### src/rtl/uart_pkg.sv
// Shared UART definitions: FSM state encoding and frame width, common to the receiver and transmitter.
package uart_pkg;
  localparam int DATA_BITS = 8;

  typedef enum logic [2:0] {
    IDLE    = 3'd0,
    START   = 3'd1,
    DATA    = 3'd2,
    STOP    = 3'd3,
    CLEANUP = 3'd4,
    BREAK   = 3'd5
  } state_t;
endpackage

### src/rtl/uart_rx_sync.sv
// Two-flop synchronizer for an asynchronous single-bit input, with a configurable reset value.
module uart_rx_sync #(
  parameter logic RST_VAL = 1'b1
) (
  input  logic i_clk,
  input  logic i_rst,
  input  logic i_d,
  output logic o_q
);
  logic [1:0] r_sync;

  always_ff @(posedge i_clk or posedge i_rst) begin
    if (i_rst) r_sync <= {2{RST_VAL}};
    else       r_sync <= {r_sync[0], i_d};
  end

  assign o_q = r_sync[1];
endmodule

### src/rtl/uart_rx.sv
// 8N1 UART receiver, oversampled at i_clk; one-cycle o_rxdv per good byte, o_frameerr on a low stop bit.
// Define UART_RX_MAJORITY_EN to decide data/stop bits by 2-of-3 vote over the last three cycles of each bit.
module uart_rx
  import uart_pkg::*;
#(
  parameter int CLKS_PER_BIT = 1250
) (
  input  logic       i_clk,
  input  logic       i_rst,
  input  logic       i_uartrx,
  output logic [7:0] o_rxbyte,
  output logic       o_rxdv,
  output logic       o_frameerr,
  output logic       o_rxactive
);
  localparam logic [15:0] LP_LAST = 16'(CLKS_PER_BIT - 1);
  localparam logic [15:0] LP_HALF = 16'((CLKS_PER_BIT - 1) / 2);

  logic                 w_rxs;
  logic                 w_bit;
  state_t               r_state;
  logic [15:0]          r_clkcnt;
  logic [2:0]           r_bitindex;
  logic [DATA_BITS-1:0] r_shift;

  uart_rx_sync #(.RST_VAL(1'b1)) u_sync (
    .i_clk (i_clk),
    .i_rst (i_rst),
    .i_d   (i_uartrx),
    .o_q   (w_rxs)
  );

`ifdef UART_RX_MAJORITY_EN
  localparam logic [15:0] LP_M2 = 16'(CLKS_PER_BIT - 3);
  localparam logic [15:0] LP_M1 = 16'(CLKS_PER_BIT - 2);
  logic [1:0] r_maj;

  // The two earlier votes are captured; the third is the live sample at the decision cycle.
  always_ff @(posedge i_clk or posedge i_rst) begin
    if (i_rst)                  r_maj    <= 2'b00;
    else if (r_clkcnt == LP_M2) r_maj[0] <= w_rxs;
    else if (r_clkcnt == LP_M1) r_maj[1] <= w_rxs;
  end

  assign w_bit = (r_maj[0] & r_maj[1]) | (r_maj[0] & w_rxs) | (r_maj[1] & w_rxs);
`else
  assign w_bit = w_rxs;
`endif

  always_ff @(posedge i_clk or posedge i_rst) begin
    if (i_rst) begin
      r_state    <= IDLE;
      r_clkcnt   <= 16'd0;
      r_bitindex <= 3'd0;
      r_shift    <= '0;
      o_rxbyte   <= 8'h00;
      o_rxdv     <= 1'b0;
      o_frameerr <= 1'b0;
      o_rxactive <= 1'b0;
    end else begin
      o_rxdv     <= 1'b0;
      o_frameerr <= 1'b0;
      case (r_state)
        IDLE: begin
          r_clkcnt   <= 16'd0;
          r_bitindex <= 3'd0;
          if (!w_rxs) r_state <= START;
        end
        START: begin
          if (r_clkcnt == LP_HALF) begin
            r_clkcnt <= 16'd0;
            if (!w_rxs) begin
              o_rxactive <= 1'b1;
              r_state    <= DATA;
            end else begin
              r_state <= IDLE;
            end
          end else begin
            r_clkcnt <= r_clkcnt + 16'd1;
          end
        end
        DATA: begin
          if (r_clkcnt == LP_LAST) begin
            r_clkcnt            <= 16'd0;
            r_shift[r_bitindex] <= w_bit;
            if (r_bitindex == 3'(DATA_BITS - 1)) r_state <= STOP;
            else                                 r_bitindex <= r_bitindex + 3'd1;
          end else begin
            r_clkcnt <= r_clkcnt + 16'd1;
          end
        end
        STOP: begin
          if (r_clkcnt == LP_LAST) begin
            r_clkcnt   <= 16'd0;
            o_rxactive <= 1'b0;
            if (w_bit) begin
              o_rxbyte <= r_shift;
              o_rxdv   <= 1'b1;
              r_state  <= CLEANUP;
            end else begin
              o_frameerr <= 1'b1;
              r_state    <= BREAK;
            end
          end else begin
            r_clkcnt <= r_clkcnt + 16'd1;
          end
        end
        CLEANUP: r_state <= IDLE;
        // A line stuck low after a framing error must not look like a new start bit.
        BREAK:   if (w_rxs) r_state <= IDLE;
        default: r_state <= IDLE;
      endcase
    end
  end
endmodule

### config.mk
export PLATFORM = sky130hd
export DESIGN_NAME = uart_rx
export DESIGN_NICKNAME = d
export VERILOG_FILES = /design/src/rtl/uart_pkg.sv /design/src/rtl/uart_rx_sync.sv /design/src/rtl/uart_rx.sv
export SDC_FILE = /design/constraint.sdc
export NUM_CORES = 1
export LEC_CHECK = 0
export ABC_AREA = 1
export ABC_CLOCK_PERIOD_IN_PS = 1800
export BUFFER_PORTS_ARGS = -buffer_cell sky130_fd_sc_hd__buf_2
export CAP_MARGIN = 10
export CORE_ASPECT_RATIO = 0.6
export CORE_MARGIN = 3
export CORE_UTILIZATION = 61
export DETAILED_ROUTE_END_ITERATION = 6
export PLACE_DENSITY_LB_ADDON = 0.05
export SLEW_MARGIN = 10
export SYNTH_ARGS = -nofsm -noshare
export SYNTH_HDL_FRONTEND = slang
export SYNTH_SLANG_ARGS = --single-unit
### constraint.sdc
create_clock -name i_clk -period 1.8 [get_ports i_clk]
set_clock_uncertainty 0.05 [all_clocks]
set_input_delay 0.09 -clock i_clk [delete_from_list [all_inputs] [get_ports i_clk]]
set_output_delay 0.09 -clock i_clk [all_outputs]
set_load 0.1 [all_outputs]
* Word-level counts from Yosys, hierarchy flattened
Index checks and enable logic that the tools add are counted.
Word-level totals: word-level logic and storage cells 67, register bits 43, input bits 3
Operators by class: reductions and logical operators 11, equality and inequality tests 15, order comparisons 2, muxes and demuxes 28, add/subtract/negate cells 2
Operators by type and width (count):
- 16-bit one-hot mux with 3 select lines | 1
- 16-bit 2-to-1 mux | 2
- 3-bit 2-to-1 mux | 8
- 16-bit by 1-bit adder with 16-bit output, second input constant | 1
- 16-bit by 10-bit == test with 1-bit output, second input constant | 1
- 16-bit by 11-bit == test with 1-bit output, second input constant | 1
- 3-bit one-hot mux with 5 select lines | 1
- 2-bit != test, second input constant | 7
- 1-bit 2-to-1 mux | 11
- 8-bit bitwise mux | 1
- 3-bit by 2-bit == test with 1-bit output, second input constant | 2
- 3-bit == test, second input constant | 2
- 3-bit one-hot mux with 2 select lines | 1
- 3-bit AND reduction | 2
- 6-bit AND reduction | 1
- 3-bit by 4-bit < comparator with 1-bit output, second input constant | 1
- 4-bit AND reduction | 1
- 2-bit nonzero test | 2
- 3-bit by 1-bit adder with 3-bit output, second input constant | 1
- 1-bit demux with 3-bit select | 1
- 3-bit by 1-bit == test with 1-bit output, second input constant | 1
- 3-bit by 1-bit greater-or-equal comparator with 1-bit output, second input constant | 1
- 3-bit zero test | 1
- 3-bit nonzero test | 1
- 6 further kinds | 6

* Longest topological paths before layout
Gate-level depths: netlist of run 1.
depth after elaboration 5, depth in mapped cells 12

* Modules after synthesis
Synthesis of run 1 repeated with hierarchy kept, for this count alone.
Unflattened totals: cells, all modules 333, area total of the unflattened synthesis 2473.6 µm²
Modules (own cells, without submodules):
- uart_rx | area each 2417.3 µm², cells each 330, instances 1
- uart_rx_sync | area each 56.3 µm², cells each 3, instances 1

* Least setup slack after synthesis of run 1
OpenSTA, ideal clock, no wires.
path type flip-flop to flip-flop, start point reg r_clkcnt[1], end point reg r_clkcnt[6], stages on the path, launching flop included 12, slack 327 ps, period minus slack after synthesis 1473 ps, path buffers 0, library setup time 121 ps, arrival time 1303 ps, data required time 1629 ps, cells stage by stage dfrtp_1 inv_1 ha_1 nand2_1 inv_1 nand2_2 nor2_4 nand2_4 nand2_2 nand3_4 inv_6 nor2_2
On the way: longest elaborated chain between the ends 3
Ends and longest elaborated chain:
- start, declared | RTL line uart_rx.sv:22 | logic [15:0] r_clkcnt;
- start signal, assigned | RTL line uart_rx.sv:79 | r_clkcnt <= r_clkcnt + 16'd1;
- start signal, assigned | RTL line uart_rx.sv:89 | r_clkcnt <= r_clkcnt + 16'd1;
- start signal, assigned | RTL line uart_rx.sv:105 | r_clkcnt <= r_clkcnt + 16'd1;
- 16-bit by 1-bit adder with 16-bit output, or another cell as far along | RTL line uart_rx.sv:79, uart_rx.sv:89, uart_rx.sv:105
- 16-bit 2-to-1 mux (on tied branches) | RTL line uart_rx.sv:83, uart_rx.sv:93, uart_rx.sv:70
- 16-bit one-hot mux with 3 select lines (*) | RTL line uart_rx.sv:63 | case (r_state)
Every way passes the cells marked *; elsewhere a longest branch is shown, timed or not. A chain may end at the register's enable or synchronous reset.

* Worst setup path in the final report of run 1
start point reg r_clkcnt[1], end point reg r_clkcnt[8]
The elaborated chain is that of the path after synthesis.

==> results of run 1 <==
## final cells by class
type                    instances  area (sq um)
well taps                      47          58.8
inverters                      32           130
repair buffers                 21           143
multi-input cells             245          1300
clock buffers                   5          68.8
clock inverters                 3          43.8
fillers                       303          1010
flip-flops and latches         43          1080
## power by group
group	switching, mW	internal, mW	leakage, nW
sequential	0.000789	0.969	0.577
clock	0.349	0.413	0.0581
combinational	0.0251	0.0108	0.768
## metrics by stage
step                      utilization  setup slack, ns  area (sq um)  hold WS, ns  power (mW)
after floorplan                     -            0.327          2530       0.0445        1.01
after global placement          0.700            0.172          2680       0.0793        1.02
after detailed placement        0.700            0.135          2680       0.0882        1.02
after CTS                       0.735            0.104          2810        0.310        1.78
after global routing            0.737          0.00754          2820        0.318        1.83
final                           0.737            0.112          2820        0.297        1.77
## metal layers
layer,wire [um],global-route usage
met3,480,0.0725
met1,3160,0.440
met4,52,0.0594
met5,0,0
met2,2010,0.284
## kinds of logic (layout without fill, tap and decap cells)
| logic type | count (synthesis) | count (layout) | share of synthesized area |
|---|---|---|---|
| flops | 43 | 43 | 0.426 |
| xor+xnor | 8 | 8 | 0.0277 |
| simple gates | 218 | 218 | 0.425 |
| buf+inv | 36 | 61 | 0.0638 |
| compound gates | 14 | 14 | 0.0331 |
| fa+ha+maj | 5 | 5 | 0.0247 |
## timing repair
action | in CTS | in global routing
gates resized for setup | 0 | 2
buffers inserted | 0 | 0
hold endpoints to repair | 18 | 0
endpoints found under the setup margin | 0 | 11
hold buffers | 2 | 0
## cells in the mapped netlist, types with 2 or more instances
| library cell | count |
|---|---|
| nor2_2 | 12 |
| nand4_1 | 9 |
| nor3_1 | 5 |
| xor2_1 | 7 |
| o211ai_1 | 2 |
| dfrtp_1 | 41 |
| nand2_2 | 8 |
| ha_1 | 5 |
| nand2_1 | 104 |
| o21ai_0 | 4 |
| clkinv_1 | 2 |
| nor2_1 | 36 |
| inv_1 | 22 |
| dfstp_2 | 2 |
| inv_2 | 6 |
| nand3_1 | 29 |
| buf_6 | 2 |
| nand3_4 | 2 |
| o21bai_1 | 2 |
| o21ai_1 | 5 |
| nor2_4 | 7 |
## layout by cell type, fill, tap and decap left out, drive strengths merged
cell type,n
ha,5
bufinv,1
dlygate4sd3,2
inv,28
nand4,10
clkbuf,5
o21ai,10
nor2,56
xor2,7
o21bai,2
nor3,6
buf,19
dfstp,2
nand3,32
clkinv,6
xnor2,1
nand2,114
dfrtp,41
o211ai,2
## critical path, delay by kind of cell (launching register included)
family	cells	cell delay (ns)
buf+inv	3	0.31
flops	1	0.42
fa+ha+maj	1	0.19
simple gates	7	0.60
## flip-flops by register name (all words and copies together), names as in the netlist
| name | cells |
|---|---|
| r_clkcnt | 16 |
| o_rxactive | 1 |
| r_state | 3 |
| u_sync.r_sync | 2 |
| o_frameerr | 1 |
| r_shift | 8 |
| r_bitindex | 3 |
| o_rxdv | 1 |
| o_rxbyte | 8 |
## path summary, 6_finish.rpt
path,from,endpoint,slack (ns),depth (start not counted)
min in group i_clk,u_sync.r_sync[0],u_sync.r_sync[1],0.31,0
hold / removal,i_rst,r_clkcnt[11],0.30,3
setup / recovery,r_clkcnt[1],r_clkcnt[8],0.11,11
setup reg to reg,r_clkcnt[1],r_clkcnt[8],0.11,11
hold reg to reg,u_sync.r_sync[0],u_sync.r_sync[1],0.31,0
max in group asynchronous,i_rst,u_sync.r_sync[0],0.83,4
==> results.cfg, run 1 <==
[job]
maxCapViolations = 0

[clock_tree]
clk_latency_ns = 0.30
cts_buffer_depth = 2
clk_pin_slew_worst_paths_ns = 0.08
root_buffer = clkbuf_8
numCtsBuffers = 5
cts_tree = done
cts.sinks = 43
htreeDepth = 2

[routing]
drtAntennaViolNets = 0
drt-vias-per-instance = 5.38
wire_per_inst_um = 14.4
wl_mm = 5.70
drc = 0
first_iter_violations = 263
vias = 2131
drt_first_pass_iters = 5

[grt]
grt_start_max_net_pins = 27
grt-ovfl-total = 0
grt_pass1_wl_mm = 9.44
grt_pass1_vias = 1851
antenna_found_initial = 0
grtUsageTotal = 0.251

[yosys]
ys_types = 33
async_flop_share = 1.00
ys_top_cells_by_area = dfrtp_1 41%, nand2_1 15%, nand3_1 5.7%
seq_area_frac_synth = 0.426
syn_area_per_cell_sq_um = 7.81
yosysTopAreaCellShare = 0.405
synth_top_flop_cell = dfrtp_1
synthesis.nets = 332
synthCells = 324
synth_top_area_cell = dfrtp_1
ys_warn_count = 0
synth_area_sq_um = 2530
synth_edf_count = 0
synth_seq_cells = 43

[sta]
post-route-period-util = 0.938
slew_viol_final = 0
setup_violations = 0
slew-limit-headroom = 0.541
finalHoldViolCount = 0
fin_tns_setup_ns = 0
fmax_mhz = 592
max_slew.worst_pin.slew_ns = 0.685
min_period_ns = 1.69
rsz0062_at_grt = no

[floorplan]
dieHeight_um = 55.9
num_rows = 17
start_util = 0.661
dieWidth_um = 89.2
ioPinCount = 14
die-area_sq_um = 4980
core_sq_um = 3830

[cells_and_area]
areaGrowthSynthToFinish_pct = 11.4
post_route_cells_drive_above_1_share = 0.212
final_nets = 356
final_cells = 396
antenna_cells = 0

[place]
place_congestion = 0.983
dpl.cell_count = 386
hpwl_mm = 4.44
io_buffer_count = 13

[critical_path]
cp.required_ns = 1.94
path_cells = inv_1 > ha_1 > nand2_1 > inv_1 > nand2_2 > nor2_4 > nand2_4 > nand2_4 > nand3_4 > inv_6 > nor2_2
arrival_ns = 1.83
slowest_delay_ns = 0.42
cp-start-kind = flip-flop
crit_slowest_cell = dfrtp_1
cp_max_fo = 11
endpoint_kind = flip-flop
critical_path_class = reg2reg

[power_and_ir_drop]
leakagePower_nw = 1.40
power_density_nw_per_um2 = 627
ir_drop_v = 0.000327

[status]
outcome = finished, final reports clean

[hold_path]
min-delay-path-class = in2async
(Power assumes the default switching activity.)
==> run 2, diff against run 1 <==
--- a/config.mk
+++ b/config.mk
@@ -5,13 +5,12 @@
 export SDC_FILE = /design/constraint.sdc
 export NUM_CORES = 1
 export LEC_CHECK = 0
-export ABC_AREA = 1
 export ABC_CLOCK_PERIOD_IN_PS = 1800
 export BUFFER_PORTS_ARGS = -buffer_cell sky130_fd_sc_hd__buf_2
 export CAP_MARGIN = 10
 export CORE_ASPECT_RATIO = 0.6
 export CORE_MARGIN = 3
-export CORE_UTILIZATION = 61
+export CORE_UTILIZATION = 59
 export DETAILED_ROUTE_END_ITERATION = 6
 export PLACE_DENSITY_LB_ADDON = 0.05
 export SLEW_MARGIN = 10
==> results.cfg, run 2 <==
[status]
outcome = finished with violations
violations = negative setup slack

[critical_path]
cp.required_ns = 1.94
critical_path_class = reg2reg
arrival_ns = 2.53
endpoint_kind = flip-flop
cp_max_fo = 8
path_delay_family = simple AND/OR/NAND/NOR gates
path_buf_inv = 2
path_cells = or4_4 > nor4_4 > buf_12 > buf_6 > nand4_4 > mux2_4
crit_slowest_cell = or4_4
cp-start-kind = flip-flop
slowest_delay_ns = 0.59

[yosys]
ys_types = 42
ys_warn_count = 0
synth_seq_cells = 43
synth_top_area_cell = dfrtp_1
synthesis.nets = 217
yosysTopAreaCellShare = 0.472
ys_top_cells_by_area = dfrtp_1 47%, mux2_2 7.2%, nand3_1 4.1%
synth_commonest_cells = 41 x dfrtp_1, 18 x nand3_1, 15 x nor2_1
synth_top_flop_cell = dfrtp_1
yosysMostFrequentCell = dfrtp_1
synth_area_sq_um = 2170
seq_area_frac_synth = 0.496
syn_area_per_cell_sq_um = 10.4
async_flop_share = 1.00
synthCells = 209
synth_edf_count = 0

[sta]
holdWs_ns = 0.311
max_slew.worst_pin.slew_ns = 0.553
slew-limit-headroom = 0.631
fin_tns_setup_ns = -20.72
slew_viol_final = 0
min_period_ns = 2.38
post-route-period-util = 1.32
fmax_mhz = 420
fin_ws_ns = -0.583
setup_violations = 41
rsz0062_at_grt = yes
finalHoldViolCount = 0

[floorplan]
ioPinCount = 14
start_util = 0.643
core_sq_um = 3380
die-area_sq_um = 4470
dieWidth_um = 84.4
dieHeight_um = 53.0
num_rows = 16

[routing]
first_iter_violations = 285
drtAntennaViolNets = 0
drt_first_pass_iters = 5
drc = 0
wire_per_inst_um = 22.7
wl_mm = 7.03
drt-vias-per-instance = 6.76
vias = 2090

[power_and_ir_drop]
power_density_nw_per_um2 = 559
leakagePower_nw = 1.37
switching_share = 0.218
power_frac_clock = 0.390
switching_power_uw = 359
p_int_mw = 1.29
combPwrFrac = 0.017
pwr-share-seq = 0.593
ir_drop_v = 0.000586
p_total_mw = 1.64

[clock_tree]
clk_pin_slew_worst_paths_ns = 0.08
cts_tree = done
cts_buffer_depth = 2
htreeDepth = 2
cts.sinks = 43
clk_latency_ns = 0.30
numCtsBuffers = 5
root_buffer = clkbuf_8

[grt]
grt_pass1_vias = 1944
grtUsageTotal = 0.300
grt_start_max_net_pins = 44
grt-ovfl-total = 0
antenna_found_initial = 0
grt_pass1_wl_mm = 9.92

[hold_path]
min-delay-path-class = reg2reg

[place]
io_buffer_count = 13
dpl.cell_count = 293
place_ws_ns = -0.446
hpwl_mm = 3.95
place_congestion = 0.905
dpl_cell_area_sq_um = 2610

[cells_and_area]
final_common_cell = dfrtp_1
post_route_cells_drive_above_1_share = 0.417
fillerInstances = 150
areaGrowthSynthToFinish_pct = 35.3
multi_input_area_sq_um = 1230
seq_area_sq_um = 1080
postLayoutCoreUtil = 0.869
largest_register = r_clkcnt
largest_reg_flops = 16
final_area_sq_um = 2940
antenna_cells = 0
reg.largest.list = r_clkcnt: 16 flops, o_rxbyte: 8 flops, r_shift: 8 flops
final_cell_mix = 41 x dfrtp_1, 29 x buf_4, 16 x nand3_1
final_cells = 309
final_nets = 271

[job]
maxCapViolations = 0
run 2: cell count changes after synthesis, sizes merged, moves of 4 or more:
cell,delta
nand2,-99
nor2,-40
inv,-19
mux2,+14
nand3,-14
a21oi,+6
a22o,+5
clkbuf,+5
a21o,+4
a31oi,+4
nor3,+4
o31ai,+4
run 2: final cells by class:
type | count | share of cell area
Clock buffer | 7 | 0.0293
Clock inverter | 1 | 0.00170
Inverter | 10 | 0.0128
Multi-Input combinational cell | 148 | 0.419
Sequential cell | 43 | 0.367
Tap cell | 45 | 0.0191
Timing Repair Buffer | 55 | 0.151
run 2: repair_timing:
| action | in CTS | in global routing |
|---|---|---|
| pin swaps | 7 | 8 |
| cloned | 1 | 0 |
| gates resized for setup | 19 | 17 |
| hold endpoints to repair | 42 | 0 |
| endpoints found under the setup margin | 41 | 41 |
| buffers inserted | 5 | 1 |
| hold buffers | 2 | 0 |
run 2: cells by family (layout without fill, tap and decap cells):
family | count (synthesis) | after routing | synth area share
DFF | 43 | 43 | 0.496
and+or+nand+nor | 86 | 86 | 0.229
buffers and inverters | 19 | 73 | 0.0380
muxes | 14 | 14 | 0.0725
xor gates and xnor gates | 5 | 5 | 0.0201
AOI/OAI and AO/OA | 37 | 38 | 0.116
adders and majority gates | 5 | 5 | 0.0288
run 2: power by group through the flow:
stage / clock, mW / combinational, mW / sequential [mW]
5_1_grt: 0.696 / 0.0318 / 0.976
3_5_place_dp: 0 / 0.0246 / 0.994
4_1_cts: 0.641 / 0.0281 / 0.975
6_report: 0.641 / 0.0277 / 0.976
2_1_floorplan: 0 / 0.0181 / 0.990
3_3_place_gp: 0 / 0.0238 / 0.994
run 2: worst paths after layout:
path	depth (start not counted)	endpoint	slack (ns)	from
min in group asynchronous	4	r_clkcnt[8]	0.43	i_rst
worst min register to register	0	u_sync.r_sync[1]	0.31	u_sync.r_sync[0]
worst max-delay path	6	o_rxbyte[6]	-0.58	r_clkcnt[2]
worst max register to register	6	o_rxbyte[6]	-0.58	r_clkcnt[2]
max in group asynchronous	4	u_sync.r_sync[0]	0.89	i_rst
worst min-delay path	0	u_sync.r_sync[1]	0.31	u_sync.r_sync[0]
run 2: layer usage:
metal,up-vias,routed length [um],track usage
met1,1014,2920,0.394
met3,42,698,0.0762
met5,-,0,0
met4,0,258,0.126
met2,166,3150,0.482
li1,868,-,-
